==> config.mk <==
export PLATFORM = sky130hd
export DESIGN_NAME = uart_rx_8n1_os
export DESIGN_NICKNAME = d
export VERILOG_FILES = /design/src/rtl/uart_rx_8n1_os.sv
export SDC_FILE = /design/constraint.sdc
export NUM_CORES = 1
export LEC_CHECK = 0
export CORE_ASPECT_RATIO = 1.25
export CORE_MARGIN = 1.5
export CORE_UTILIZATION = 55
export CTS_CLUSTER_DIAMETER = 30
export DETAILED_ROUTE_END_ITERATION = 8
export PLACE_DENSITY = 0.73
export SYNTH_ARGS = -nofsm -noshare
export SYNTH_HDL_FRONTEND = slang
export SYNTH_SLANG_ARGS = --single-unit
==> constraint.sdc <==
create_clock -name clk -period 3.6 [get_ports clk]
set_clock_uncertainty 0.1 [all_clocks]
set_input_delay 0.36 -clock clk [delete_from_list [all_inputs] [get_ports clk]]
set_output_delay 0.36 -clock clk [all_outputs]
set_load 0.02 [all_outputs]
==> src/rtl/uart_rx_8n1_os.sv <==
// UART 8N1 receiver, 16x oversampled with its own tick divider.
// Ports: clk, rst (sync, active high), rx line in; rx_data/rx_valid
// holding register with rx_ack handshake; frame_err pulse, overrun
// sticky flag, busy while a frame is in progress.
module uart_rx_8n1_os #(
  parameter int CLK_FREQ   = 48000000,
  parameter int BAUD       = 115200,
  parameter int OVERSAMPLE = 16,
  parameter int DIV        =
    (CLK_FREQ + (BAUD * OVERSAMPLE) / 2) / (BAUD * OVERSAMPLE)
) (
  input  logic       clk,
  input  logic       rst,
  input  logic       rx,
  output logic [7:0] rx_data,
  output logic       rx_valid,
  input  logic       rx_ack,
  output logic       frame_err,
  output logic       overrun,
  output logic       busy
);

  localparam int DW = $clog2(DIV);
  localparam logic [DW-1:0] DIV_LAST = DW'(DIV - 1);

  typedef enum logic [2:0] {
    IDLE,
    START,
    DATA,
    STOP,
    WAIT_HIGH
  } state_t;

  state_t state, state_n;

  logic          s1;
  logic          rxs;
  logic [DW-1:0] div_cnt;
  logic          tick;
  logic [3:0]    scnt;
  logic          smp7;
  logic          smp8;
  logic          sample;
  logic          decide;
  logic          go;
  logic [7:0]    sh;
  logic [2:0]    bit_idx;
  logic          load;
  logic          ferr;
  logic          shift_en;
  logic          enter_data;

  assign tick   = (div_cnt == DIV_LAST);
  // decision taken on the tick that moves the counter to 9
  assign decide = tick && (scnt == 4'd8);
  assign sample = (smp7 & smp8) | (smp7 & rxs) | (smp8 & rxs);
  assign go     = (state == IDLE) && !rxs;
  assign busy   = (state != IDLE);

  always_ff @(posedge clk) begin
    if (rst) state <= IDLE;
    else     state <= state_n;
  end

  always_comb begin
    state_n    = state;
    load       = 1'b0;
    ferr       = 1'b0;
    shift_en   = 1'b0;
    enter_data = 1'b0;
    unique case (state)
      IDLE: begin
        if (!rxs) state_n = START;
      end
      START: begin
        if (decide) begin
          if (sample) begin
            state_n = IDLE;
          end else begin
            state_n    = DATA;
            enter_data = 1'b1;
          end
        end
      end
      DATA: begin
        if (decide) begin
          shift_en = 1'b1;
          if (bit_idx == 3'd7) state_n = STOP;
        end
      end
      STOP: begin
        if (decide) begin
          if (sample) begin
            load    = 1'b1;
            state_n = IDLE;
          end else begin
            ferr    = 1'b1;
            state_n = WAIT_HIGH;
          end
        end
      end
      WAIT_HIGH: begin
        // a held-low break must not retrigger a start
        if (rxs) state_n = IDLE;
      end
      default: state_n = IDLE;
    endcase
  end

  always_ff @(posedge clk) begin
    if (rst) begin
      s1        <= 1'b1;
      rxs       <= 1'b1;
      div_cnt   <= '0;
      scnt      <= 4'd0;
      smp7      <= 1'b1;
      smp8      <= 1'b1;
      sh        <= 8'h00;
      bit_idx   <= 3'd0;
      rx_data   <= 8'h00;
      rx_valid  <= 1'b0;
      frame_err <= 1'b0;
      overrun   <= 1'b0;
    end else begin
      s1  <= rx;
      rxs <= s1;

      // realign tick phase to the start edge
      if (go) begin
        div_cnt <= '0;
        scnt    <= 4'd0;
      end else begin
        if (tick) begin
          div_cnt <= '0;
          scnt    <= scnt + 4'd1;
        end else begin
          div_cnt <= div_cnt + DW'(1);
        end
      end

      if (tick && scnt == 4'd6) smp7 <= rxs;
      if (tick && scnt == 4'd7) smp8 <= rxs;

      if (enter_data) bit_idx <= 3'd0;
      if (shift_en) begin
        sh      <= {sample, sh[7:1]};
        bit_idx <= bit_idx + 3'd1;
      end

      frame_err <= ferr;

      if (load) begin
        rx_data  <= sh;
        rx_valid <= 1'b1;
        if (rx_ack)        overrun <= 1'b0;
        else if (rx_valid) overrun <= 1'b1;
      end else if (rx_ack) begin
        rx_valid <= 1'b0;
        overrun  <= 1'b0;
      end
    end
  end

endmodule

Word level (Yosys, flattened, before mapping)
Cells that the tools add are included.

word-level totals
  register bits after elaboration = 38
  word-level logic and storage cells = 76
  input port bits = 4

operators by class
  add/sub/neg operators = 3
  bitwise logic cells = 6
  equality and inequality tests = 15
  muxes and demuxes = 24
  reduce and logical (&&, ||, !) cells = 15

operators by type and width
  operator             count
  $mux 3               9
  $pmux 3 s5           1
  $mux 1               13
  $ne 2x2->1 const B   6
  $eq 4x3->1 const B   2
  $eq 3x2->1 const B   2
  $eq 3x3->1 const B   2
  $reduce_and 6->1     1
  $reduce_bool 2->1    3
  $add 5x1->5 const B  1
  $eq 5x5->1 const B   1
  $add 4x1->4 const B  1
  $eq 4x4->1 const B   1
  $logic_and 1x1->1    4
  $reduce_or 2->1      2
  $add 3x1->3 const B  1
  $and 1x1->1          3
  $eq 3x1->1 const B   1
  $logic_not 3->1      1
  $reduce_bool 3->1    1
  $reduce_or 3->1      1
  $mux 2               1
  $or 1x1->1           2
  $reduce_and 2->1     1
  other kinds (2)      2

Logic depth before layout (Yosys ltp)
Gate-level depths: netlist (run 1).

  word-level depth = 8
  gate-level depth with buffers = 8
  mapped depth without buffers = 6

Worst setup path before layout (run 1)
No wires, ideal clock.

  kind = register to register
  from = register div_cnt[1]
  to = register overrun
  stages on the path, launching flop included = 9
  setup time = 0.135 ns
  path slack = 1.995 ns
  data required time = 3.365 ns
  data arrival time = 1.370 ns
  cells stage by stage = dfxtp_1 > inv_1 > ha_1 > and4b_1 > buf_6 > and4_4 > buf_12 > a21oi_2 > nor3_2

between the ends
  cells in the longest elaborated chain, start to end = 6

ends and longest elaborated chain
  item                         line  text
  start, declared              38    logic [DW-1:0] div_cnt;
  start signal, assigned       137   div_cnt <= div_cnt + DW'(1);
  $eq 5x5->1 (*)               53    assign tick = (div_cnt == DIV_LAST);
  $logic_and 1x1->1 (*)        55    assign decide = tick && (scnt == 4'd8);
  $mux 1 (*)                   92    if (decide) begin
  $mux 1 (*)                   71    unique case (state)
  $reduce_bool 2->1 (no line)  --
  $reduce_and 2->1 (no line)   --
  end signal, assigned         123   overrun <= 1'b0;
  end signal, assigned         155   if (rx_ack) overrun <= 1'b0;
  end signal, assigned         156   else if (rx_valid) overrun <= 1'b1;
  end, declared                19    output logic overrun,

Every way passes the cells marked *; elsewhere a longest branch is shown, timed or not.
A chain may end at the register's enable or synchronous reset.

Worst setup path after layout (run 1)
  from = register state[2]
  to = output port busy

between the ends
  cells in the longest elaborated chain, start to end = 1

ends and longest elaborated chain
  item                    line  text
  start, declared         34    state_t state, state_n;
  start signal, assigned  62    else state <= state_n;
  $reduce_bool 3->1       58    assign busy = (state != IDLE);
  end, declared           20    output logic busy

No other way between the ends.

==> results of run 1 <==
-- sequential cells by signal, indices dropped and copies added, names as in the netlist, 3 cells and up --
| signal | cells |
|---|---|
| scnt | 4 |
| state | 3 |
| bit_idx | 3 |
| rx_data | 8 |
| div_cnt | 5 |
| sh | 8 |
-- worst min path at each step --
| stage | slack (ns) | depth (start not counted) | startpoint | to |
|---|---|---|---|---|
| after global placement | 0.30 | 1 | s1 | rxs |
| final | 0.32 | 1 | s1 | rxs |
| after CTS | 0.32 | 1 | s1 | rxs |
| after detailed placement | 0.30 | 1 | s1 | rxs |
| after floorplan | 0.29 | 1 | s1 | rxs |
| after global routing | 0.33 | 1 | s1 | rxs |
-- metal layers --
metal,part of all wire (%),up-vias,GRT usage (%)
li1,-,642,-
met1,46,566,22.00
met2,49,18,34.22
met3,3.5,5,6.818
met4,2.2,0,9.615
met5,0,-,0
-- layout make-up --
cell class | count | share of cell area, %
multi-input combinational | 128 | 45.75
sequential | 38 | 39.74
timing repair buffer | 16 | 8.235
clock buffer | 6 | 2.680
tap | 36 | 2.353
clock inverter | 2 | 0.6536
inverter | 3 | 0.5882
-- Yosys cell counts (2+ instances only) --
| cell | count | area share (%) |
|---|---|---|
| nand4b_1 | 3 | 1.5 |
| a211oi_1 | 3 | 1.3 |
| buf_6 | 2 | 1.3 |
| nor2_1 | 21 | 4.6 |
| nand3_1 | 2 | 0.58 |
| o31ai_1 | 2 | 0.88 |
| nand2_1 | 18 | 3.9 |
| and4_4 | 2 | 1.3 |
| clkbuf_1 | 4 | 0.88 |
| inv_1 | 3 | 0.66 |
| nand2b_1 | 4 | 1.5 |
| a21oi_2 | 9 | 4.6 |
| a21oi_1 | 8 | 2.3 |
| dfxtp_1 | 38 | 44 |
| buf_2 | 2 | 0.58 |
| mux2i_1 | 10 | 5.8 |
| and3b_1 | 2 | 1.0 |
| xor2_1 | 4 | 2.0 |
| ha_1 | 7 | 5.1 |
| or2_2 | 3 | 1.1 |
| nand2_2 | 8 | 2.9 |
-- cell families after synthesis --
group	Yosys count	synth area share, %
buffers and inverters	12	4.595
and+or+nand+nor	76	24.44
AOI/OAI and AO/OA	29	12.47
DFF	38	44.35
xor gates and xnor gates	5	2.553
adders and majority gates	8	5.762
muxes	10	5.835
-- power by group through the flow --
stage / Combinational, mW / Clock, mW / Sequential (mW)
3_3_place_gp: 0.0413 / 0 / 0.443
3_5_place_dp: 0.0425 / 0 / 0.443
6_report: 0.0424 / 0.235 / 0.434
2_1_floorplan: 0.0343 / 0 / 0.439
5_1_grt: 0.0466 / 0.262 / 0.435
4_1_cts: 0.0427 / 0.244 / 0.434
-- per-stage QoR --
stage,util [%],instances,setup slack (ns),instance area [µm²],power [mW]
2_1_floorplan,-,178,1.995,1715,0.4732
3_3_place_gp,62.83,221,1.741,1851,0.4844
3_5_place_dp,62.83,221,1.703,1851,0.4860
4_1_cts,65.00,229,1.435,1914,0.7209
5_1_grt,65.00,229,1.358,1914,0.7443
6_report,65.00,229,1.449,1914,0.7111
==> flow_summary_export.csv, run 1 <==
group,metric,value,unit
pwr,pwr-share-clk,33.0,%
synth,synthCells,178,
sta,slew_violations,0,
synth,ys.flop_type,"dfxtp_1",
synth,syn_nets,189,
critical_path,arrival,1.69,ns
cts,tritoncts,"built",
pwr,irDropWorstVdd,341.7,µV
floorplan,die_area,3465,µm²
synth,ys_seq_area_share,44.35,%
floorplan,start_util,58.24,%
synth,ys_async_sr_fraction,0,%
critical_path,critPathSlowestCell,"clkdlybuf4s50_1",
synth,synth_edf_count,0,
place,gp_congestion,0.7242,
pwr,swShare,24.12,%
grt,grt_pass1_vias,1194,
critical_path,ff2ff_path_depth,5,
grt,grt_pass1_wl,5064,µm
pwr,leakage,0.6885,nW
grt,grt_overflow,0,
floorplan,io_pins,16,
critical_path,cp-startpoint,"state[2]",
place,hpwlAfterDp,2065,µm
drt,drt_iter0_markers,16,
layout,final_nets,203,
cts,cts_root_buf,"clkbuf_4",
sta,min_period,2.151,ns
grt,grt_max_degree,32,
drt,via_per_inst,5.376,
grt,grtUsageTotal,20.17,%
critical_path,cp-end-kind,"primary output",
sta,setup_viol,0,
drt,drc,0,
drt,wl_per_cell,12.69,µm
cts,htreeDepth,2,
cts,post_cts_resized,0,
critical_path,r2r_setup_slack,1.70,ns
pwr,combinationalPowerShare,6.0,%
synth,synth.distinct_cells,44,
layout,fillCellCount,221,
floorplan,die_h,65.44,µm
cts,holdBufCountCts,0,
sta,max_freq,464.8,MHz
cts,clockBufferDepth,2,
min_path,min_path_type,"reg2reg",
sta,rsz0062_at_grt,"false",
critical_path,crit_end,"busy",
critical_path,critPathMaxStageDelay,0.54,ns
critical_path,crit_buf_inv,1,
critical_path,crit_cells,2,
synth,syn_area,1715,µm²
pwr,seqPwrFrac,61.0,%
critical_path,path_delay_family,"buffers and inverters",
cts,numCtsBuffers,5,
synth,ys_ff_latch,38,
floorplan,die-width,52.95,µm
critical_path,crit_required,3.14,ns
sta,max-slew-margin-rel,74.67,%
sta,fin_tns_setup,0,ns
sta,worst_pin_slew,0.3783,ns
layout,area_delta_synth_final,11.60,%
layout,drive_gt1_share,19.17,%
layout,most-common-layout-cells,"dfxtp_1 (38), nor2_1 (21), nand2_1 (18), clkdlybuf4s50_1 (15), mux2i_1 (10)",
layout,multi_input_area,875.8,µm²
cts,cts_sinks,38,
critical_path,worstPathCellList,"or3_1 > clkdlybuf4s50_1",
floorplan,core-area,2945,µm²
critical_path,crit_fanout,13,
sta,post-route-period-util,59.76,%
critical_path,reg2reg_to,"sh[2]",
layout,insertedDiodeCount,0,
layout,seqCellArea,760.7,µm²
pwr,power-per-cell-area,371.5,nW/µm²
grt,antenna_found_initial,0,
run,max-cap-violations,0,
drt,num_vias,1231,
sta,timing_hold_violations_final,0,
synth,ys_warn_count,0,
place,io_buffers,15,
cts,post-cts-setup-buffers,0,
critical_path,timing.rr.start,"div_cnt[0]",
pwr,p_int,0.5396,mW
critical_path,start_kind,"flip-flop",
status,outcome,"finished, final reports clean",
drt,dr.pass1.iters,4,
cts,clk_latency,0.35,ns
sta,fin_hold_ws,0.3220,ns
drt,wl,2905,µm
floorplan,rows,22,
cts,clk_pin_slew_worst_paths,0.11,ns
synth,syn-mean-instance-area,9.637,µm²
critical_path,criticalPathCategory,"reg2out",
drt,ant_nets,0,
layout,layout_commonest_cell,"dfxtp_1",
pwr,p_sw,0.1715,mW
(Power assumes the default switching activity.)
==> run 2: changes to the inputs <==
CORE_UTILIZATION = 50   (was 55)
PLACE_DENSITY = 0.7   (was 0.73)
clock period = 1.9 ns   (was 3.6 ns; I/O delays follow)
==> run 2 against run 1 <==
- wire length increased by 8.8%
- total power increased by 120%
- first-iteration DRC count increased by 6.3%
- combinational power increased by 92%
- via count increased by 1.5%
- critical path type is now reg2reg
- cell count increased by 1.7%
- critical path depth increased by 5
- die area increased by 9.5%
- non-clock buffer count increased by 3
- sequential power increased by 90%
==> flow_summary_export.csv, run 2 (synthesized netlist as in run 1, its figures left out) <==
group,metric,value,unit
drt,wl,3160,µm
sta,worst_pin_slew,0.4108,ns
status,outcome,"finished, final reports clean",
floorplan,die-width,55.39,µm
floorplan,die_h,68.49,µm
grt,grt_max_degree,22,
floorplan,rows,23,
sta,timing_hold_violations_final,0,
sta,slew_violations,0,
drt,wl_per_cell,13.56,µm
cts,numCtsBuffers,5,
layout,insertedDiodeCount,0,
place,hpwlAfterDp,2270,µm
pwr,irDropWorstVdd,627.2,µV
cts,holdBufCountCts,0,
sta,rsz0062_at_grt,"false",
sta,setup_viol,0,
cts,clk_latency,0.28,ns
place,io_buffers,15,
critical_path,arrival,1.84,ns
layout,area_delta_synth_final,15.46,%
drt,drc,0,
cts,clockBufferDepth,2,
layout,reg_top3,"rx_data (8), sh (8), div_cnt (5)",
grt,antenna_found_initial,0,
layout,layout_commonest_cell,"dfxtp_1",
drt,ant_nets,0,
layout,most-common-layout-cells,"dfxtp_1 (38), nor2_1 (21), nand2_1 (18), clkdlybuf4s50_1 (14), mux2i_1 (10)",
grt,grt_overflow,0,
floorplan,core-area,3252,µm²
place,dp_cells,225,
run,max-cap-violations,0,
critical_path,timing.rr.start,"div_cnt[1]",
cts,tritoncts,"built",
pwr,power-per-cell-area,787.2,nW/µm²
place,gp_congestion,0.8278,
grt,grt_pass1_wl,5568,µm
sta,fin_hold_ws,0.3104,ns
min_path,min_path_type,"reg2reg",
drt,dr.pass1.iters,4,
floorplan,die_area,3793,µm²
pwr,power.total,1.559,mW
sta,max-slew-margin-rel,72.49,%
critical_path,ff2ff_path_depth,7,
critical_path,crit_required,1.99,ns
critical_path,crit_end,"state[2]",
critical_path,start_kind,"flip-flop",
sta,post-route-period-util,92.26,%
critical_path,cp-end-kind,"flip-flop",
cts,cts_sinks,38,
drt,num_vias,1250,
cts,clk_pin_slew_worst_paths,0.07,ns
critical_path,criticalPathCategory,"reg2reg",
layout,fin_cells,233,
layout,fillCellCount,289,
layout,drive_gt1_share,19.90,%
cts,cts_root_buf,"clkbuf_8",
floorplan,io_pins,16,
drt,via_per_inst,5.365,
pwr,leakage,0.7253,nW
cts,htreeDepth,2,
grt,grt_pass1_vias,1302,
critical_path,r2r_setup_slack,0.15,ns
sta,max_freq,570.4,MHz
sta,layout_setup_ws,0.1470,ns
sta,fin_tns_setup,0,ns
critical_path,reg2reg_to,"state[2]",
critical_path,cp-startpoint,"div_cnt[1]",
drt,drt_iter0_markers,17,
place,pre_cts_ws,0.1523,ns
cts,post-cts-setup-buffers,0,
sta,min_period,1.753,ns
floorplan,start_util,52.75,%
layout,final_nets,206,
grt,grtUsageTotal,18.77,%
critical_path,crit_fanout,7,
run 2: cell count changes in the layout (fill, tap and decap cells not counted), moves of 2 or more:
cell      change
clkbuf_4      -5
clkbuf_8      +4
buf_4         +3
clkbuf_1      +2
run 2: final cells by class:
type	count	area, µm²	area share [%]
Multi-Input combinational cell	128	877.1	44.28
Timing Repair Buffer	19	178.9	9.033
Tap cell	37	46.29	2.337
Sequential cell	38	760.7	38.41
Inverter	3	11.26	0.5685
Clock inverter	1	30.03	1.516
Clock buffer	7	76.32	3.853
run 2: how the worst min path moves through the flow:
stage	startpoint	to	slack (ns)	cells after the start
3_3_place_gp	s1	rxs	0.29	1
2_1_floorplan	rx_ack	overrun	0.16	1
6_report	s1	rxs	0.31	1
5_1_grt	s1	rxs	0.34	1
4_1_cts	s1	rxs	0.31	1
3_5_place_dp	s1	rxs	0.30	1
run 2: per-layer routing:
layer	part of all wire, %	global-route usage, %	up-vias
li1	-	-	645
met1	44	18.91	581
met2	52	34.82	19
met3	2.8	6.238	5
met4	1.0	9.756	0
met5	0	0	-
run 2: worst max-delay path, cell delays in order, from the launching register on:
cell and delay, ns:
dfxtp_1 0.36, inv_1 0.05, ha_1 0.18, and4b_2 0.28, buf_4 0.17, o2bb2ai_1 0.16, and3b_1 0.18, o21ba_2 0.18
run 2: report_power, final:
| part | internal [mW] | switching [mW] |
|---|---|---|
| clock network | 0.393 | 0.262 |
| logic | 0.0363 | 0.0451 |
| registers | 0.807 | 0.0157 |
run 2: through the flow:
step	util [%]	instance area, µm²
6_report	60.91	1981
5_1_grt	60.91	1981
4_1_cts	60.87	1979
3_5_place_dp	57.64	1874
3_3_place_gp	57.64	1874
2_1_floorplan	-	1715
run 2: timing repair:
| action | in CTS | in global routing |
|---|---|---|
| setup endpoints to repair | 1 | 1 |
| gates cloned | 0 | 0 |
| gates resized for setup | 1 | 1 |
